[config.mk]
export PLATFORM = sky130hd
export DESIGN_NAME = bus_ctrl_rr
export DESIGN_NICKNAME = d
export VERILOG_FILES = /design/src/rtl/bus_ctrl_rr.sv
export SDC_FILE = /design/constraint.sdc
export NUM_CORES = 1
export LEC_CHECK = 0
export ABC_AREA = 1
export ABC_CLOCK_PERIOD_IN_PS = 2500
export CORE_AREA = 2 2 263 265
export DETAILED_ROUTE_END_ITERATION = 7
export DIE_AREA = 0 0 265 267
export GPL_TIMING_DRIVEN = 1
export MAX_ROUTING_LAYER = met4
export PLACE_DENSITY = 0.32
export SYNTH_ARGS = -nofsm -noshare
export SYNTH_HDL_FRONTEND = slang
export SYNTH_SLANG_ARGS = --single-unit
[constraint.sdc]
create_clock -name clk -period 2.5 [get_ports clk]
set_input_delay 0.5 -clock clk [delete_from_list [all_inputs] [get_ports clk]]
set_output_delay 0.5 -clock clk [all_outputs]
set_load 0.05 [all_outputs]
[src/rtl/bus_ctrl_rr.sv]
// bus_ctrl_rr: shared-bus controller with round-robin arbitration and a bus-timeout watchdog.
//
// Ports:
//   clk, reset      clock and synchronous active-high reset
//   m_req_          per-master request (active-low)
//   m_grnt_         per-master registered grant (active-low, one-hot-or-none)
//   m_addr          flattened master addresses, master i at [i*ADDR_W +: ADDR_W]
//   m_as_, m_rw     per-master address strobe (active-low) and direction (1=read)
//   m_wr_data       flattened master write data
//   m_rd_data       read data returned to all masters
//   m_rdy_          shared ready (active-low)
//   m_err           high in the cycle of a timeout-terminated access
//   s_addr, s_as_, s_rw, s_wr_data   owner's signals driven onto the slave bus
//   s_cs_           decoded chip-selects (active-low)
//   s_rd_data       flattened slave read data
//   s_rdy_          per-slave ready (active-low)
//   err_irq         one-cycle pulse after a timeout
//   err_addr        address of the last timed-out access
//   err_cnt         saturating timeout count
module bus_ctrl_rr #(
    parameter int unsigned NUM_M       = 4,
    parameter int unsigned S_SEL_W     = 3,
    parameter int unsigned ADDR_W      = 30,
    parameter int unsigned DATA_W      = 32,
    parameter int unsigned TIMEOUT_CYC = 255
) (
    input  logic                          clk,
    input  logic                          reset,
    input  logic [NUM_M-1:0]              m_req_,
    output logic [NUM_M-1:0]              m_grnt_,
    input  logic [NUM_M*ADDR_W-1:0]       m_addr,
    input  logic [NUM_M-1:0]              m_as_,
    input  logic [NUM_M-1:0]              m_rw,
    input  logic [NUM_M*DATA_W-1:0]       m_wr_data,
    output logic [DATA_W-1:0]             m_rd_data,
    output logic                          m_rdy_,
    output logic                          m_err,
    output logic [ADDR_W-1:0]             s_addr,
    output logic                          s_as_,
    output logic                          s_rw,
    output logic [DATA_W-1:0]             s_wr_data,
    output logic [2**S_SEL_W-1:0]         s_cs_,
    input  logic [(2**S_SEL_W)*DATA_W-1:0] s_rd_data,
    input  logic [2**S_SEL_W-1:0]         s_rdy_,
    output logic                          err_irq,
    output logic [ADDR_W-1:0]             err_addr,
    output logic [7:0]                    err_cnt
);

    localparam int unsigned NUM_S = 2**S_SEL_W;
    localparam int unsigned MW    = (NUM_M > 1) ? $clog2(NUM_M) : 1;

    typedef enum logic {IDLE, OWNED} state_e;

    state_e             state_q;
    logic [MW-1:0]      owner_q;
    logic [MW-1:0]      rr_ptr_q;
    logic [NUM_M-1:0]   m_grnt_q;
    logic [15:0]        wait_cnt_q;
    logic               err_irq_q;
    logic [ADDR_W-1:0]  err_addr_q;
    logic [7:0]         err_cnt_q;

    logic [ADDR_W-1:0]  m_addr_a    [NUM_M];
    logic [DATA_W-1:0]  m_wr_data_a [NUM_M];
    logic [DATA_W-1:0]  s_rd_data_a [NUM_S];

    logic               any_req;
    logic               found;
    logic [MW-1:0]      cand_idx;
    logic [MW-1:0]      winner;
    logic [NUM_M-1:0]   grant_d;
    logic               owner_rel;
    logic               owned;
    logic [S_SEL_W-1:0] sel;
    logic               slv_rdy_;
    logic [DATA_W-1:0]  slv_data;
    logic               pending;
    logic               err_cycle;

    always_comb begin
        for (int unsigned i = 0; i < NUM_M; i++) begin
            m_addr_a[i]    = m_addr[i*ADDR_W +: ADDR_W];
            m_wr_data_a[i] = m_wr_data[i*DATA_W +: DATA_W];
        end
        for (int unsigned k = 0; k < NUM_S; k++) begin
            s_rd_data_a[k] = s_rd_data[k*DATA_W +: DATA_W];
        end
    end

    // Scan from rr_ptr+1 round to rr_ptr. In OWNED, rr_ptr equals the owner,
    // so this also yields "next requester after the owner" on a handover.
    always_comb begin
        any_req  = ~&m_req_;
        found    = 1'b0;
        winner   = rr_ptr_q;
        cand_idx = '0;
        for (int unsigned i = 1; i <= NUM_M; i++) begin
            cand_idx = MW'((32'(rr_ptr_q) + i) % NUM_M);
            if (!found && !m_req_[cand_idx]) begin
                found  = 1'b1;
                winner = cand_idx;
            end
        end
        grant_d         = '1;
        grant_d[winner] = 1'b0;
    end

    assign owner_rel = (state_q == OWNED) && m_req_[owner_q];

    always_ff @(posedge clk) begin
        if (reset) begin
            state_q  <= IDLE;
            owner_q  <= '0;
            rr_ptr_q <= MW'(NUM_M - 1);
            m_grnt_q <= '1;
        end else begin
            case (state_q)
                IDLE: begin
                    if (any_req) begin
                        state_q  <= OWNED;
                        owner_q  <= winner;
                        rr_ptr_q <= winner;
                        m_grnt_q <= grant_d;
                    end
                end
                OWNED: begin
                    if (m_req_[owner_q]) begin
                        if (any_req) begin
                            owner_q  <= winner;
                            rr_ptr_q <= winner;
                            m_grnt_q <= grant_d;
                        end else begin
                            state_q  <= IDLE;
                            m_grnt_q <= '1;
                        end
                    end
                end
                default: begin
                    state_q  <= IDLE;
                    m_grnt_q <= '1;
                end
            endcase
        end
    end

    always_comb begin
        owned     = (state_q == OWNED);
        s_addr    = owned ? m_addr_a[owner_q]    : '0;
        s_as_     = owned ? m_as_[owner_q]       : 1'b1;
        s_rw      = owned ? m_rw[owner_q]        : 1'b1;
        s_wr_data = owned ? m_wr_data_a[owner_q] : '0;
    end

    always_comb begin
        sel       = s_addr[ADDR_W-1 -: S_SEL_W];
        slv_rdy_  = s_rdy_[sel];
        slv_data  = s_rd_data_a[sel];
        s_cs_     = '1;
        if (!s_as_) begin
            s_cs_[sel] = 1'b0;
        end
        pending   = !s_as_ && slv_rdy_;
        // A slave ready in the limit cycle keeps pending low, so it wins.
        err_cycle = (TIMEOUT_CYC != 0) && pending && (wait_cnt_q == 16'(TIMEOUT_CYC));
        m_err     = err_cycle;
        m_rdy_    = s_as_ ? 1'b1 : (err_cycle ? 1'b0 : slv_rdy_);
        m_rd_data = (s_as_ || err_cycle) ? '0 : slv_data;
    end

    always_ff @(posedge clk) begin
        if (reset) begin
            wait_cnt_q <= '0;
            err_irq_q  <= 1'b0;
            err_addr_q <= '0;
            err_cnt_q  <= '0;
        end else begin
            if (TIMEOUT_CYC == 0 || owner_rel || err_cycle || !pending) begin
                wait_cnt_q <= '0;
            end else begin
                wait_cnt_q <= wait_cnt_q + 16'd1;
            end
            err_irq_q <= err_cycle;
            if (err_cycle) begin
                err_addr_q <= s_addr;
                if (err_cnt_q != 8'hFF) begin
                    err_cnt_q <= err_cnt_q + 8'd1;
                end
            end
        end
    end

    assign m_grnt_  = m_grnt_q;
    assign err_irq  = err_irq_q;
    assign err_addr = err_addr_q;
    assign err_cnt  = err_cnt_q;

endmodule

### Word level (Yosys, flattened, before mapping)

Index checks and enable logic that the tools add are counted.

* bits in registers: 64
* logic and storage cells: 113

* add/subtract/negate cells: 6
* magnitude comparators: 11
* eq/ne operators: 4
* muxes and demuxes: 57
* bitwise gates (word level): 5
* reductions and logical operators: 22

Operators by type and width (number)
* two-way mux 32 bit: 6
* binary-select mux 32 bit (select 3 bit): 1
* two-way mux 30 bit: 3
* binary-select mux 32 bit (select 2 bit): 1
* binary-select mux 30 bit (select 2 bit): 1
* two-way mux 1 bit: 19
* < comparator 2 x 3 -> 1 bit (second input constant): 6
* adder 16 x 1 -> 16 bit (second input constant): 1
* == test 16 x 8 -> 1 bit (second input constant): 1
* two-way mux 2 bit: 8
* binary-select mux 1 bit (select 2 bit): 7
* two-way mux 4 bit: 3
* adder 8 x 1 -> 8 bit (second input constant): 1
* logical AND 1 bit: 8
* two-way mux 8 bit: 1
* != test 8 bit (second input constant): 1
* inverter 8 bit: 1
* one-hot mux 2 bit (2 select lines): 2
* one-hot mux 4 bit (2 select lines): 1
* logical NOT 1 bit: 7
* adder 2 x 1 -> 2 bit (second input constant): 2
* adder 2 bit (second input constant): 2
* greater-or-equal comparator 4 bit (second input constant): 1
* < comparator 3 x 4 -> 1 bit (second input constant): 1
* 17 further kinds: 20

### Longest topological paths before layout

* depth after elaboration: 20
* gate-level depth with buffers: 17
* depth with buffers taken out: 15

### Least setup slack after synthesis

Ideal clock, no wire load.

* path kind: register to output
* start point: register owner_q[0]
* end point: output port s_rw
* arrival: 2.972 ns
* data required time: 2.000 ns
* path slack: -0.972 ns
* cell stages (with the launch flop): 8
* path buffers: 4
* cell sequence: dfxtp_1 buf_4 inv_2 buf_6 clkbuf_1 clkbuf_1 nor2_1 o311ai_0

* word-level cells in the longest chain between the ends: 3

Ends and longest elaborated chain
* start: declaration: line 56 `logic [MW-1:0] owner_q;`
* start signal: assignment: line 122 `owner_q <= winner;`
* start signal: assignment: line 130 `owner_q <= winner;`
* binary-select mux 1 bit (select 2 bit): line 151 `s_rw = owned ? m_rw[owner_q] : 1'b1;`
* two-way mux 1 bit (implied by the code): line 151
* two-way mux 1 bit: line 151
* end: declaration: line 40 `output logic s_rw,`

Every way passes these cells. The select of a mux whose other input is x is not followed.

### Worst setup path in the final report

* start point: input port m_addr[28]
* end point: output port m_rd_data[4]

* word-level cells in the longest chain between the ends: 10
* elaborated cells on any way between the ends: 14
* those cells by class: 10 x mux; 1 x bitwise; 3 x reduce/logical

Ends and longest elaborated chain
* start: declaration: line 31 `input logic [NUM_M*ADDR_W-1:0] m_addr,`
* binary-select mux 30 bit (select 2 bit) *: line 149 `s_addr = owned ? m_addr_a[owner_q] : '0;`
* two-way mux 30 bit (implied by the code) * (2 in series): line 149
* two-way mux 30 bit *: line 149
* binary-select mux 1 bit (select 3 bit): line 157 `slv_rdy_ = s_rdy_[sel];`
* two-way mux 1 bit (implied by the code): line 157
* logical AND 1 bit: line 163 `pending = !s_as_ && slv_rdy_;`
* logical AND 1 bit: line 165 `err_cycle = (TIMEOUT_CYC != 0) && pending && (wait_cnt_q == 16'(TIMEOUT_CYC));`
* logical OR 1 bit: line 168 `m_rd_data = (s_as_ || err_cycle) ? '0 : slv_data;`
* two-way mux 32 bit *: line 168
* end: declaration: line 35 `output logic [DATA_W-1:0] m_rd_data,`

Mark *: on every way between the ends. The rest lies on a longest branch, timed or not. The select of a mux whose other input is x is not followed.

==> flow_metrics.env <==
export IMPL_via_per_inst=4.00
export IMPL_slew_limit_headroom_pct=57.0
export IMPL_multi_input_area_um2=6180
export IMPL_post_route_drc_count=0
export IMPL_tns_ns=-14.30
export IMPL_finalMaxSlewViolations=0
export IMPL_cts_root_buffer_cell="clkbuf_16"
export IMPL_synth_xor_area_share_pct=2.36
export IMPL_r2r_start="owner_q[0]"
export IMPL_setup_viol=45
export IMPL_gp_congestion=0.887
export IMPL_power_density_nw_per_um2=825
export IMPL_die_w_um=265
export IMPL_grt_max_degree=79
export IMPL_synth_top_area_cell="dfxtp_1"
export IMPL_worstSetupStartpoint="m_addr[28]"
export IMPL_hold_path_class="reg2reg"
export IMPL_ys_types=33
export IMPL_p_leak_uw=0.00739
export IMPL_wl_per_cell_um=20.2
export IMPL_ys_warn_count=0
export IMPL_grt_overflow=0
export IMPL_final_layout_size_suffix_gt1_share_pct=22.5
export IMPL_finClkSkew_ns=0.00696
export IMPL_peakVddDrop_mv=0.368
export IMPL_synth_top_area_share_pct=17.3
export IMPL_switching_share_pct=51.0
export IMPL_netlist_top_cells_area="dfxtp_1, nand2_1, nor2_1"
export IMPL_min_from="err_addr[9]"
export IMPL_routed_wl_um=61800
export IMPL_synth_top_family_by_area="simple AND/OR/NAND/NOR gates"
export IMPL_max_freq_mhz=342
export IMPL_seqPwrFrac_pct=7.5
export IMPL_r2r_end="err_addr[23]"
export IMPL_synth_nets=1934
export IMPL_fin_hold_ws_ns=0.444
export IMPL_hold_end="err_addr[9]"
export IMPL_cp_arrival_ns=2.42
export IMPL_cell_internal_pwr_uw=7650
export IMPL_slowest_stage="clkdlybuf4s50_1"
export IMPL_io_pins=675
export IMPL_cts_hold_buf=0
export IMPL_worst_pin_slew_ns=0.643
export IMPL_ys_seq_area_share_pct=17.3
export IMPL_grt_pass1_wl_um=85100
export IMPL_rrSetupSlack_ns=0.06
export IMPL_htree_levels=3
export IMPL_switchingPower_uw=7960
export IMPL_critPathMaxFanout=8
export IMPL_min_period_ns=2.92
export IMPL_die_y_um=267
export IMPL_first_pass_iters=5
export IMPL_io_buffers=674
export IMPL_slowest_delay_ns=0.48
export IMPL_synth_adder_area_share_pct=0.337
export IMPL_syn_inst=1406
export IMPL_insertion_delay_ns=0.34
export IMPL_syn_area_um2=7420
export IMPL_violations="setup timing"
export IMPL_period_share_pct=117
export IMPL_cts_tree="done"
export IMPL_core_area_um2=68000
export IMPL_crit_type="in2out"
export IMPL_antenna_found_initial=8
export IMPL_num_fill_cells=7480
export IMPL_area_delta_synth_final_pct=155
export IMPL_required_ns=2.00
export IMPL_setup_ws_ns=-0.421
export IMPL_cts_buffers_inserted=9
export IMPL_design_die_area_um2=70800
export IMPL_initialDrtViolationCount=548
export IMPL_grt_pass1_vias=12845
export IMPL_cp_start_kind="input port"
export IMPL_clock_power_share_pct=8.3
export IMPL_clock_sinks=64
export IMPL_hold_viol=0
export IMPL_maxCapViolations=0
export IMPL_ant_nets=0
export IMPL_synthSimpleGateAreaFrac_pct=52.7
export IMPL_final_nets=2694
export IMPL_place_hpwl_um=49500
export IMPL_synth_compound_area_share_pct=17.9
export IMPL_status="complete, but fails checks"
export IMPL_initial_utilization_pct=10.9
export IMPL_grt_use_total_pct=16.8
export IMPL_grt_setup_unrepaired="yes"
export IMPL_syn_avg_cell_area_um2=5.27
export IMPL_muxShareOfSynthArea_pct=0
export IMPL_crit_chain="clkdlybuf4s50_1 -> nand2_2 -> nand3_4 -> nand3_4 -> nor2_4 -> nand3_2 -> nand2_4 -> nor2_4 -> nand3_4 -> nand2_8 -> buf_12 -> nor2_4 -> buf_6"
export IMPL_r2r_cells=18
export IMPL_vias=12251
export IMPL_worstHoldPathCells=2
export IMPL_ctsLongestPathBuffers=2
export IMPL_path_clk_slew_ns=0.05
export IMPL_combPwrFrac_pct=84.3
export IMPL_seq_area_um2=1290
export IMPL_ys_seq_elements=64
export IMPL_worstSetupEndpointType="output pin"
export IMPL_rows=96
[worst max-delay path by stage]
stage	to
finish	m_rd_data[4]
global route	m_rd_data[30]
CTS	m_rd_data[3]
detailed placement	m_rd_data[30]
global placement	m_rd_data[30]
floorplan	m_rd_data[10]
[synth_stat cells (all sizes together)]
master	count
nand2	347
o21ai	162
clkinv	1
clkbuf	49
inv	64
nand3	154
and3	1
o311ai	1
a21oi	96
ha	2
o22ai	1
buf	57
dfxtp	64
nand4	45
nor4	3
xor2	13
nor2	331
xnor2	7
nor3	3
o211ai	3
nand3b	2
[repair_timing]
| item | 4_1_cts | 5_1_grt |
|---|---|---|
| gates resized for setup | 114 | 120 |
| cloned | 8 | 8 |
| setup endpoints to repair | 124 | 129 |
| buffers inserted | 20 | 10 |
| pin swaps | 41 | 53 |
[cell families (layout without fill, tap and decap cells)]
kind of cell	after synthesis	count (layout)
AOI/OAI and AO/OA	263	263
other	0	8
and+or+nand+nor	886	886
buffers and inverters	171	936
adders and majority gates	2	2
DFF	64	64
xor gates and xnor gates	20	20
[per-layer routing]
layer	track usage (%)	up-vias	routed length, um
met5	-	-	0
met4	4.50	0	1310
met3	4.40	55	3790
met2	30.2	440	32300
met1	18.4	5622	24400
li1	-	6134	-
[cells in the final DEF (no fill, tap or decap), drive strengths merged]
master,n
o22ai,1
buf,278
xnor2,7
dlygate4sd2,8
nand2,347
nand4,45
bufbuf,2
bufinv,1
ha,2
nor2,331
clkinv,5
o211ai,3
o21ai,162
dfxtp,64
inv,64
clkbuf,17
and3,1
nand3,154
o311ai,1
nand3b,2
clkdlybuf4s50,558
diode,8
a21oi,96
xor2,13
nor3,3
nor4,3
dlymetal6s2s,2
clkinvlp,1
[stage by stage]
step,power [uW],cells,instance area [um2],utilization (%),worst slack (ns)
2_1_floorplan,7390,1406,7920,-,-0.0151
3_3_place_gp,13000,2992,17200,25.3,-0.744
3_5_place_dp,13000,2992,17200,25.3,-0.733
4_1_cts,15300,3036,18400,27.0,-0.492
5_1_grt,16700,3061,18900,27.8,-0.540
6_report,15600,3061,18900,27.8,-0.421
[power groups by stage]
stage	Sequential [uW]	Combinational, uW	Clock (uW)
after floorplan	1230	6150	0
after global placement	1180	11800	0
after detailed placement	1180	11800	0
after CTS	1170	12800	1360
after global routing	1180	14100	1400
final	1160	13200	1290
[critical path, delay by kind of cell]
| kind | cells | cell delay (ns) |
|---|---|---|
| buffers and inverters | 3 | 0.83 |
| AND/OR/NAND/NOR | 10 | 1.05 |
[registers in the layout, indices dropped and copies added (netlist names)]
name,count
err_addr,30
wait_cnt_q,16
err_cnt,8
m_grnt_,4
owner_q,2
rr_ptr_q,2
err_irq,1
owned,1
[layout make-up]
| cell class | count | area share, % |
|---|---|---|
| Timing Repair inverter | 1 | 0.0595 |
| Inverter | 65 | 1.45 |
| Clock inverter | 5 | 0.297 |
| Clock buffer | 11 | 1.28 |
| Sequential cell | 64 | 6.81 |
| Tap cell | 882 | 5.83 |
| Multi-Input combinational cell | 1171 | 32.6 |
| Antenna cell | 8 | 0.106 |
| Timing Repair Buffer | 854 | 51.5 |
(Power assumes the default switching activity.)
